`config.mk`:
```
export PLATFORM = sky130hd
export DESIGN_NAME = serial_code_lock
export DESIGN_NICKNAME = d
export VERILOG_FILES = /design/src/rtl/serial_lock_pkg.sv /design/src/rtl/serial_code_lock_countdown.sv /design/src/rtl/serial_code_lock.sv
export SDC_FILE = /design/constraint.sdc
export NUM_CORES = 1
export LEC_CHECK = 0
export BUFFER_PORTS_ARGS = -buffer_cell sky130_fd_sc_hd__buf_2
export CAP_MARGIN = 20
export CORE_AREA = 3 3 71 73
export CTS_CLUSTER_DIAMETER = 30
export DETAILED_ROUTE_END_ITERATION = 10
export DIE_AREA = 0 0 74 76
export PLACE_DENSITY = 0.51
export RECOVER_POWER = 100
export SLEW_MARGIN = 20
export SYNTH_ARGS = -nofsm -noshare
export SYNTH_HDL_FRONTEND = slang
export SYNTH_SLANG_ARGS = --single-unit
```
`constraint.sdc`:
```
create_clock -name clk -period 2.3 [get_ports clk]
set_input_delay 0.115 -clock clk [delete_from_list [all_inputs] [get_ports clk]]
set_output_delay 0.115 -clock clk [all_outputs]
set_load 0.01 [all_outputs]
```
`src/rtl/serial_lock_pkg.sv`:
```
// Shared types for the serial code lock: controller state encoding and result bit values.
package serial_lock_pkg;

    typedef enum logic [2:0] {
        S_IDLE,
        S_COLLECT,
        S_CHECK,
        S_UNLOCK,
        S_FAIL,
        S_LOCKOUT
    } state_t;

    localparam logic RESULT_UNLOCK = 1'b1;
    localparam logic RESULT_WRONG  = 1'b0;

endpackage

```
`src/rtl/serial_code_lock_countdown.sv`:
```
// lock_countdown: loadable down-counter that holds at zero; done is high while the count is zero.
module lock_countdown #(
    parameter int W = 4
) (
    input  logic         clk,
    input  logic         rst,
    input  logic         load,
    input  logic [W-1:0] load_val,
    input  logic         en,
    output logic         done
);

    logic [W-1:0] count;

    always_ff @(posedge clk) begin
        if (rst) begin
            count <= '0;
        end else if (load) begin
            count <= load_val;
        end else if (en && (count != '0)) begin
            count <= count - W'(1);
        end
    end

    assign done = (count == '0);

endmodule

```
`src/rtl/serial_code_lock.sv`:
```
// Bit-serial unlock controller with runtime code reload and lockout after repeated failures.
// Optional inter-bit inactivity timeout is enabled by defining SERIAL_LOCK_TIMEOUT_EN.
module serial_code_lock
    import serial_lock_pkg::*;
#(
    parameter int                  CODE_LEN       = 4,
    parameter logic [CODE_LEN-1:0] DEFAULT_CODE   = 4'b1011,
    parameter int                  MAX_TRIES      = 3,
    parameter int                  LOCKOUT_CYCLES = 16,
    parameter int                  TIMEOUT_CYCLES = 32
) (
    input  logic                clk,
    input  logic                rst,
    input  logic                ser_val,
    input  logic                ser_data,
    output logic                ser_ready,
    input  logic                code_load_val,
    input  logic [CODE_LEN-1:0] code_load_data,
    output logic                output_val,
    output logic                output_data,
    output logic                locked_out
);

    localparam int CW = $clog2(CODE_LEN + 1);
    localparam int FW = $clog2(MAX_TRIES + 1);
    localparam int LW = $clog2(LOCKOUT_CYCLES + 1);

    if (CODE_LEN < 1)       begin : g_bad_len   $error("CODE_LEN must be >= 1");       end
    if (MAX_TRIES < 1)      begin : g_bad_tries $error("MAX_TRIES must be >= 1");      end
    if (LOCKOUT_CYCLES < 1) begin : g_bad_lock  $error("LOCKOUT_CYCLES must be >= 1"); end
    if (TIMEOUT_CYCLES < 1) begin : g_bad_to    $error("TIMEOUT_CYCLES must be >= 1"); end

    state_t              state, state_next;
    logic [CODE_LEN-1:0] stored;
    logic [CODE_LEN-1:0] entry;
    logic [CODE_LEN-1:0] entry_shift;
    logic [CW-1:0]       bit_cnt;
    logic [FW-1:0]       fail_cnt;
    logic                accept;
    logic                lock_done;

    assign accept = ser_val && ser_ready;

    if (CODE_LEN == 1) begin : g_shift1
        assign entry_shift = ser_data;
    end else begin : g_shiftn
        assign entry_shift = {entry[CODE_LEN-2:0], ser_data};
    end

    lock_countdown #(.W(LW)) u_lock_timer (
        .clk      (clk),
        .rst      (rst),
        .load     ((state == S_FAIL) && (state_next == S_LOCKOUT)),
        .load_val (LW'(LOCKOUT_CYCLES - 1)),
        .en       (state == S_LOCKOUT),
        .done     (lock_done)
    );

`ifdef SERIAL_LOCK_TIMEOUT_EN
    localparam int TW = $clog2(TIMEOUT_CYCLES + 1);
    logic idle_done;

    // Reloaded on every accepted bit; expires after TIMEOUT_CYCLES bit-less cycles in COLLECT.
    lock_countdown #(.W(TW)) u_idle_timer (
        .clk      (clk),
        .rst      (rst),
        .load     (accept),
        .load_val (TW'(TIMEOUT_CYCLES - 1)),
        .en       ((state == S_COLLECT) && !accept),
        .done     (idle_done)
    );
`endif

    always_comb begin
        state_next = state;
        case (state)
            S_IDLE: begin
                if (accept) state_next = (CODE_LEN == 1) ? S_CHECK : S_COLLECT;
            end
            S_COLLECT: begin
                if (accept) begin
                    if (bit_cnt == CW'(CODE_LEN - 1)) state_next = S_CHECK;
                end
`ifdef SERIAL_LOCK_TIMEOUT_EN
                else if (idle_done) begin
                    state_next = S_FAIL;
                end
`endif
            end
            S_CHECK:   state_next = (entry == stored) ? S_UNLOCK : S_FAIL;
            S_UNLOCK:  state_next = S_IDLE;
            S_FAIL:    state_next = (fail_cnt == FW'(MAX_TRIES - 1)) ? S_LOCKOUT : S_IDLE;
            S_LOCKOUT: if (lock_done) state_next = S_IDLE;
            default:   state_next = S_IDLE;
        endcase
    end

    // Outputs are decoded from the next state so they are registered alongside it.
    always_ff @(posedge clk) begin
        if (rst) begin
            state       <= S_IDLE;
            stored      <= DEFAULT_CODE;
            entry       <= '0;
            bit_cnt     <= '0;
            fail_cnt    <= '0;
            ser_ready   <= 1'b1;
            output_val  <= 1'b0;
            output_data <= 1'b0;
            locked_out  <= 1'b0;
        end else begin
            state       <= state_next;
            ser_ready   <= (state_next == S_IDLE) || (state_next == S_COLLECT);
            output_val  <= (state_next == S_UNLOCK) || (state_next == S_FAIL);
            output_data <= (state_next == S_UNLOCK) ? RESULT_UNLOCK : RESULT_WRONG;
            locked_out  <= (state_next == S_LOCKOUT);

            if (accept) begin
                entry   <= entry_shift;
                bit_cnt <= bit_cnt + CW'(1);
            end
            // Entry is consumed (or abandoned on timeout) once a result is reported.
            if ((state_next == S_UNLOCK) || (state_next == S_FAIL)) begin
                entry   <= '0;
                bit_cnt <= '0;
            end

            if ((state == S_IDLE) && !accept && code_load_val) stored <= code_load_data;

            case (state)
                S_UNLOCK:  fail_cnt <= '0;
                S_FAIL:    fail_cnt <= fail_cnt + FW'(1);
                S_LOCKOUT: if (state_next == S_IDLE) fail_cnt <= '0;
                default:   ;
            endcase
        end
    end

endmodule
```
==> impl_results.md, run 1 <==
- Hold buffers post-CTS: 0
- Max incr delay on CP: 530 ps
- CP bufs+invs: 1
- Cell area after synthesis: about 0.0011 mm^2
- Slew of the pin with the lowest slew margin: roughly 630 ps
- Post-DRT Antenna Nets: 0
- Hold violation count in the final report: 0
- Die area: around 0.0056 mm^2
- Critical Path Start Type: register
- Number of CTS-inserted buffers: 3
- Synthesis Warnings: 0
- Largest net degree at the start of global routing: 20
- Drt drc: 0
- Slowest cell on the critical path: nor4b_1
- Setup TNS Final: 0 ps
- Clk root buf: clkbuf_8
- Drt initial violations: 36
- CP delay by family, top: simple AND/OR/NAND/NOR gates
- Die Span Y: 76 um
- Worst VDD drop: 0.172 mV
- Final setup viols: 0
- GRT Overall Usage: 8.47%
- Distinct cell type count of the synthesized netlist: 34
- Worst path cell trace: inv_1, ha_1, nor4b_1, nor2_2, mux2_1, a21oi_2
- Grt ovf: 0
- Max capacitance violation total: 0
- RSZ-0062 raised after global routing: false
- CTS sink cnt: 25
- Ys flop type: dfxtp_1
- Die width: 74 um
- Non-filler cells in the finished layout: 188
- Total I/O pin count: 13
- P per Cell Area: 604 mW/mm^2
- Final wirelength: 2.17 mm
- Post-CTS Resized: 0
- H-tree levels: 1
- Worst setup path class: register to register
- Crit path time final: 1860 ps
- Commonest cells after routing, fill and taps aside: 25 x dfxtp_1, 14 x nand2_1, 13 x nor2_1, 11 x a21oi_1
- Initial antenna violation count: 0
- Clock Skews: around 1.8 ps
- Most common cell after layout, fill and taps aside: dfxtp_1
- Vias in the first global route: 919
- Arrival time worst endpoint: 2070 ps
- Routed wire per std cell: ~12 um
- Syn_area_per_cell: 9.04 um^2
- Critical Path Sink Type: register
- Port buffer count: 12
- CTS Buffer Depth: 2
- Reg clk slew, reported paths: ~80 ps
- First-pass GRT wire length: 3.82 mm
- Vias after detailed routing: 863
- Post-Syn Instances: 124
- Post-CTS Setup Bufs: 0
- Fmax: 537 MHz
- GPL Wtd Cong: about 0.74
- Slew HR: 57.6%
- Core Footprint: around 0.0044 mm^2
- Post-synth ARST share: 0%
- Status: completed
- Antenna cells: 0
- Final Util: between 20% and 30%
- Vias per inst: 4.59
- Max Slew Vio Count: 0
- Leakage: between 0.0004 and 0.0005 uW
- CP Data Required Time: approximately 2500 ps
- Post-Syn Nets: approximately 140
- Cell Rows: 24
- Clk Latency, worst-skew pair: around 260 ps
- Post-Place Cells: 184
- Worst min path class: primary input to register
- Crit share post-route: slightly above 80%
- Drt pass-1 iters: 3
- Crit-path max FO: 7
- Starting Density: 25.4%
- Sequential area share after synthesis: 44.6%
- Yosys reg bits: 25
- Number of synthesized flops with an enable pin: 0
- Final Net Count: 151
- Hpwl dp: 1.64 mm
- P&R area growth vs syn: 11.7%
- CTS tree: yes
- Layout cells sized above 1: 11.8%
==> through the flow <==
step                      power (uW)  setup WS [ps]  instance area [um^2]  hold slack [ps]
after floorplan                  501            844                  1120              251
after global placement           514            767                  1230              351
after detailed placement         516            707                  1230              367
after CTS                        777            687                  1280             80.4
after global routing             800            308                  1250             73.6
final                            757            436                  1250             90.8
==> area by class of cell <==
type | instances | area [um^2]
multi-input combinational | 87 | 556
fill | 481 | 3160
tap | 52 | 65.1
inverter | 8 | 30.0
clock buffer | 3 | 41.3
timing repair buffer | 12 | 55.1
clock inverter | 1 | 5.00
sequential | 25 | 500
==> metal layers <==
layer	vias up	GRT usage [%]	share of wire [%]
li1	453	-	-
met1	403	9.35	44
met2	5	14.6	52
met3	2	2.51	2.1
met4	0	3.62	1.1
met5	-	0	0
==> Yosys cell counts (all sizes together), types with 3 or more instances <==
cell / instances / area, um^2
dfxtp: 25 / 500
nand2: 14 / 52.6
nor2: 14 / 55.1
a21oi: 12 / 63.8
inv: 8 / 30.0
ha: 5 / 62.6
nor3: 5 / 25.0
xor2: 4 / 35.0
a211o: 3 / 26.3
a211oi: 3 / 22.5
clkbuf: 3 / 11.3
nand2b: 3 / 18.8
xnor2: 3 / 26.3
==> tightest hold or removal path: stages <==
cell and delay [ps]:
buf_2 100, nand2_1 50, a21oi_1 50
==> state kept, by name, summed over array words and instances (netlist names) <==
register	count
u_lock_timer.count	5
output_data	1
bit_cnt	3
ser_ready	1
entry	4
locked_out	1
state	3
fail_cnt	2
output_val	1
stored	4
==> worst paths after layout <==
kind	startpoint	endpoint	slack (ps)	cells past startpoint
min reg2reg	bit_cnt[1]$_SDFFE_PP0P_	bit_cnt[1]$_SDFFE_PP0P_	480	2
min	ser_data	entry[0]$_SDFFE_PP0P_	90	3
max	u_lock_timer.count[0]$_SDFFE_PP0P_	u_lock_timer.count[1]$_SDFFE_PP0P_	440	6
max reg2reg	u_lock_timer.count[0]$_SDFFE_PP0P_	u_lock_timer.count[1]$_SDFFE_PP0P_	440	6
==> kinds of logic (layout without fill, tap and decap cells) <==
kind of cell               Yosys count  count (layout)  share of synthesized area, %
buffers and inverters               12              24                          4.13
AOI/OAI and AO/OA                   24              24                          14.2
DFF                                 25              25                          44.6
xor gates and xnor gates             7               7                          5.47
muxes                                2               2                          2.23
adders and majority gates            5               5                          5.58
and+or+nand+nor                     49              49                          23.8
==> power by group <==
group / internal [uW] / total [uW] / switching (uW)
clock network: 121 / 252 / 131
logic: 21.3 / 48.5 / 27.2
registers: 445 / 456 / 11.2
total: 587 / 757 / 170
Note: power is estimated with default switching activity, not from simulation.
==> run 2: changes to the inputs <==
- ABC_AREA: not set -> 1
- CORE_AREA: 3 3 71 73 -> 3 3 73 75
- DIE_AREA: 0 0 74 76 -> 0 0 76 78
- clock period: 2.3 -> 1.8 ns (I/O delays scaled with it)
==> impl_results.md, run 2 <==
- Ys flop type: dfxtp_1 (unchanged)
- H-tree levels: 1 (unchanged)
- FF-to-FF Start: u_lock_timer.count[0]$_SDFFE_PP0P_ (unchanged)
- Commonest cells after routing, fill and taps aside: 28 x nand2_1, 25 x inv_1, 25 x dfxtp_1, 18 x nor2_1, 10 x o21ai_0 (was 25 x dfxtp_1, 14 x nand2_1, 13 x nor2_1, 11 x a21oi_1)
- Worst min path class: primary input to register (unchanged)
- Vias in the first global route: 913 (was 919)
- Compound-gate portion of the synthesized area: 14.7% (was 14.2%)
- Sequential area share after synthesis: 42.6% (was 44.6%)
- Core Footprint: 0.00472 mm^2 (was 0.00441 mm^2)
- Worst setup path class: register to register (unchanged)
- GPL Wtd Cong: 0.732 (was 0.738)
- Synth top cells by count: 26 x nand2_1, 25 x dfxtp_1, 24 x inv_1, 18 x nor2_1, 10 x o21ai_0 (was 25 x dfxtp_1, 14 x nand2_1, 13 x nor2_1, 11 x a21oi_1, 8 x inv_1)
- First-pass GRT wire length: 3.92 mm (was 3.82 mm)
- Drt pass-1 iters: 4 (was 3)
- Largest net degree at the start of global routing: 14 (was 20)
- Slowest cell on the critical path: dfxtp_1 (was nor4b_1)
- Reg2reg path depth: 9 (was 6)
- Critical Path Sink Type: register (unchanged)
- Worst VDD drop: 0.249 mV (was 0.172 mV)
- Clock share of power: 32.5% (was 33.3%)
- Design Power: 997 uW (was 757 uW)
- Post-CTS Setup Bufs: 0 (unchanged)
- Layout cells sized above 1: 13.1% (was 11.8%)
- Biggest regs: u_lock_timer.count (5), entry (4), stored (4) (unchanged)
- Largest family of logic cells by synthesized area: simple AND/OR/NAND/NOR gates (unchanged)
- Top cell type by total area after synthesis: dfxtp_1 (unchanged)
- NetSw: 233 uW (was 170 uW)
- Cell area after synthesis: 0.00117 mm^2 (was 0.00112 mm^2)
- Final setup viols: 0 (unchanged)
- R2R Path End: fail_cnt[0]$_SDFFE_PP0P_ (was u_lock_timer.count[1]$_SDFFE_PP0P_)
- CP delay by family, top: simple AND/OR/NAND/NOR gates (unchanged)
- CP bufs+invs: 2 (was 1)
- Hold violation count in the final report: 0 (unchanged)
- Sw frac: 23.3% (was 22.4%)
- Synthesis Warnings: 0 (unchanged)
- Slew of the pin with the lowest slew margin: 381 ps (was 628 ps)
- Most frequent cell after synthesis: nand2_1 (was dfxtp_1)
- Max Slew Vio Count: 0 (unchanged)
- Clk Latency, worst-skew pair: 260 ps (about the same)
- Largest Register: u_lock_timer.count (unchanged)
- CP Data Required Time: 1960 ps (was 2500 ps)
- Final wirelength: 2.13 mm (was 2.17 mm)
- Mux contribution to synthesized area: 0% (was 2.23%)
- Hold buffers post-CTS: 0 (unchanged)
- Cell Rows: 25 (was 24)
- Post-Syn Nets: 168 (was 138)
- Grt ovf: 0 (unchanged)
- Post-CTS Resized: 0 (unchanged)
- Number of CTS-inserted buffers: 3 (unchanged)
- Starting Density: 24.8% (was 25.4%)
- Initial antenna violation count: 0 (unchanged)
- Drt drc: 0 (unchanged)
- Area fraction of the dominant cell type after synthesis: 42.6% (was 44.6%)
- CTS sink cnt: 25 (unchanged)
- Final worst slack: 409 ps (was 436 ps)
- Final Net Count: 183 (was 151)
- Yosys reg bits: 25 (unchanged)
- Syn_area_per_cell: 7.62 um^2 (was 9.04 um^2)
- Crit path time final: 1390 ps (was 1860 ps)
- Combinational power share: 8.6% (was 6.4%)
- GRT Overall Usage: 7.86% (was 8.47%)
- Vias per inst: 3.85 (was 4.59)
- Synth area leaders: dfxtp_1 43%, nand2_1 8.3%, inv_1 7.7% (was dfxtp_1 45%, ha_1 5.6%, a21oi_1 4.9%)
- Post-synth ARST share: 0% (unchanged)
- Leakage: 0.000584 uW (was 0.000465 uW)
- P per Cell Area: 749 mW/mm^2 (was 604 mW/mm^2)
- Worst Min Path Start: code_load_data[0] (was ser_data)
- RSZ-0062 raised after global routing: false (unchanged)
- Vias after detailed routing: 905 (was 863)
- Hpwl dp: 1.63 mm (was 1.64 mm)
- Die Span Y: 78 um (was 76 um)
- Max FFs per register: 5 (unchanged)
- Die area: 0.00593 mm^2 (was 0.00562 mm^2)
- Antenna cells: 0 (unchanged)
- Drt initial violations: 30 (was 36)
- Setup TNS Final: 0 ps (unchanged)
- Post-DRT Antenna Nets: 0 (unchanged)
- Final Util: 28.2% (was 28.4%)
- Port buffer count: 12 (unchanged)
- Crit-path max FO: 5 (was 7)
- Fmax: 719 MHz (was 537 MHz)
- Register share of total power: 58.9% (was 60.2%)
- Die width: 76 um (was 74 um)
- Number of synthesized flops with an enable pin: 0 (unchanged)
- Routed wire per std cell: 9.05 um (was 11.5 um)
- P&R area growth vs syn: 13.4% (was 11.7%)
- Internal: 764 uW (was 587 uW)
- Hold Path Sink: stored[0]$_SDFFE_PP1P_ (was entry[0]$_SDFFE_PP0P_)
- Critical Path Start Type: register (unchanged)
- Slew HR: 74.6% (was 57.6%)
- Post-Synth Adder-Cell Area: 5.33% (was 5.58%)
- Most common cell after layout, fill and taps aside: nand2_1 (was dfxtp_1)
- Xor and xnor fraction of the mapped netlist area: 1.49% (was 5.47%)
- Distinct cell type count of the synthesized netlist: 24 (was 34)
- Clk root buf: clkbuf_8 (unchanged)
- Max incr delay on CP: 320 ps (was 530 ps)
- Clock Skews: 3.10 ps (was 1.75 ps)
- Crit share post-route: 77.3% (was 81.0%)
- Worst path cell trace: inv_1, ha_1, nand3_1, nand2_1, nand2_1, inv_4, nand3_1, nand2_1, a21oi_2 (was inv_1, ha_1, nor4b_1, nor2_2, mux2_1, a21oi_2)
- CTS tree: yes (unchanged)
- Max capacitance violation total: 0 (unchanged)
- Worst Hold Depth: 3 (unchanged)
- R2R Setup Slk: 410 ps (was 440 ps)
- Reg clk slew, reported paths: 80 ps (about the same)
- Arrival time worst endpoint: 1550 ps (was 2070 ps)
- Post-Syn Instances: 154 (was 124)
- Status: completed (unchanged)
- Total I/O pin count: 13 (unchanged)
- Pre-CTS WS: 503 ps (was 707 ps)
- Post-Synth Simple-Gate Area: 26.0% (was 23.8%)
- CTS Buffer Depth: 2 (unchanged)
- Critical path's most frequent cell: nand2_1
## run 2: cell count changes after synthesis, moves of 3 or more
cell / previous run / this run
inv_1: 8 / 24
a211o_1: 3 / 0
inv_2: 0 / 3
nand3_1: 1 / 7
nor3_1: 5 / 0
nand2b_1: 3 / 0
nand2_1: 14 / 26
nor2_1: 13 / 18
o21ai_0: 0 / 10
xnor2_1: 3 / 0
a21oi_1: 11 / 8
## run 2: power by group through the flow
stage	combinational, uW	clock [uW]	sequential [uW]
after floorplan	63.9	0	597
after global placement	86.9	0	600
after detailed placement	86.2	0	600
after CTS	86.6	347	587
after global routing	104	367	590
final	85.7	324	587
## run 2: logic make-up after synthesis
logic type	count (synthesis)
buffers and inverters	30
AND/OR/NAND/NOR	63
flip-flops	25
adder cells (fa/ha/maj)	5
AO/OA/AOI/OAI	29
XOR/XNOR	2
## run 2: tightest hold or removal path, stage by stage
cell,delay (ps)
buf_2,70
a21oi_1,50
o21ai_0,60
## run 2: worst max path at each step
| stage | start | endpoint | slack (ps) | cells past startpoint |
|---|---|---|---|---|
| 3_3_place_gp | u_lock_timer.count[0]$_SDFFE_PP0P_ | fail_cnt[0]$_SDFFE_PP0P_ | 480 | 9 |
| 2_1_floorplan | u_lock_timer.count[0]$_SDFFE_PP0P_ | u_lock_timer.count[4]$_SDFFE_PP0P_ | 630 | 8 |
| 6_report | u_lock_timer.count[0]$_SDFFE_PP0P_ | fail_cnt[0]$_SDFFE_PP0P_ | 410 | 9 |
| 5_1_grt | u_lock_timer.count[0]$_SDFFE_PP0P_ | fail_cnt[0]$_SDFFE_PP0P_ | 220 | 9 |
| 3_5_place_dp | u_lock_timer.count[0]$_SDFFE_PP0P_ | fail_cnt[0]$_SDFFE_PP0P_ | 500 | 9 |
| 4_1_cts | u_lock_timer.count[0]$_SDFFE_PP0P_ | fail_cnt[0]$_SDFFE_PP0P_ | 490 | 9 |
## run 2: layer usage
layer  up-vias  wire length (um)  global-route usage, %
met5         -                 0                      0
met4         0                29                   3.99
met2        12               805                   11.3
met1       373              1220                   11.2
li1        518                 -                      -
met3         2                69                   1.28
## run 2: final cells by class
cell class | instances | area (um^2)
Clock buffer | 4 | 45.0
Fill cell | 538 | 3390
Inverter | 28 | 108
Multi-Input combinational cell | 99 | 539
Sequential cell | 25 | 500
Tap cell | 67 | 83.8
Timing Repair Buffer | 12 | 55.1
## run 2: per-stage QoR
stage	cells	hold slack [ps]	cell area [um^2]
after floorplan	154	158	1170
after global placement	231	311	1310
after detailed placement	231	311	1310
after CTS	235	40.5	1360
after global routing	235	64.2	1330
final	235	46.0	1330
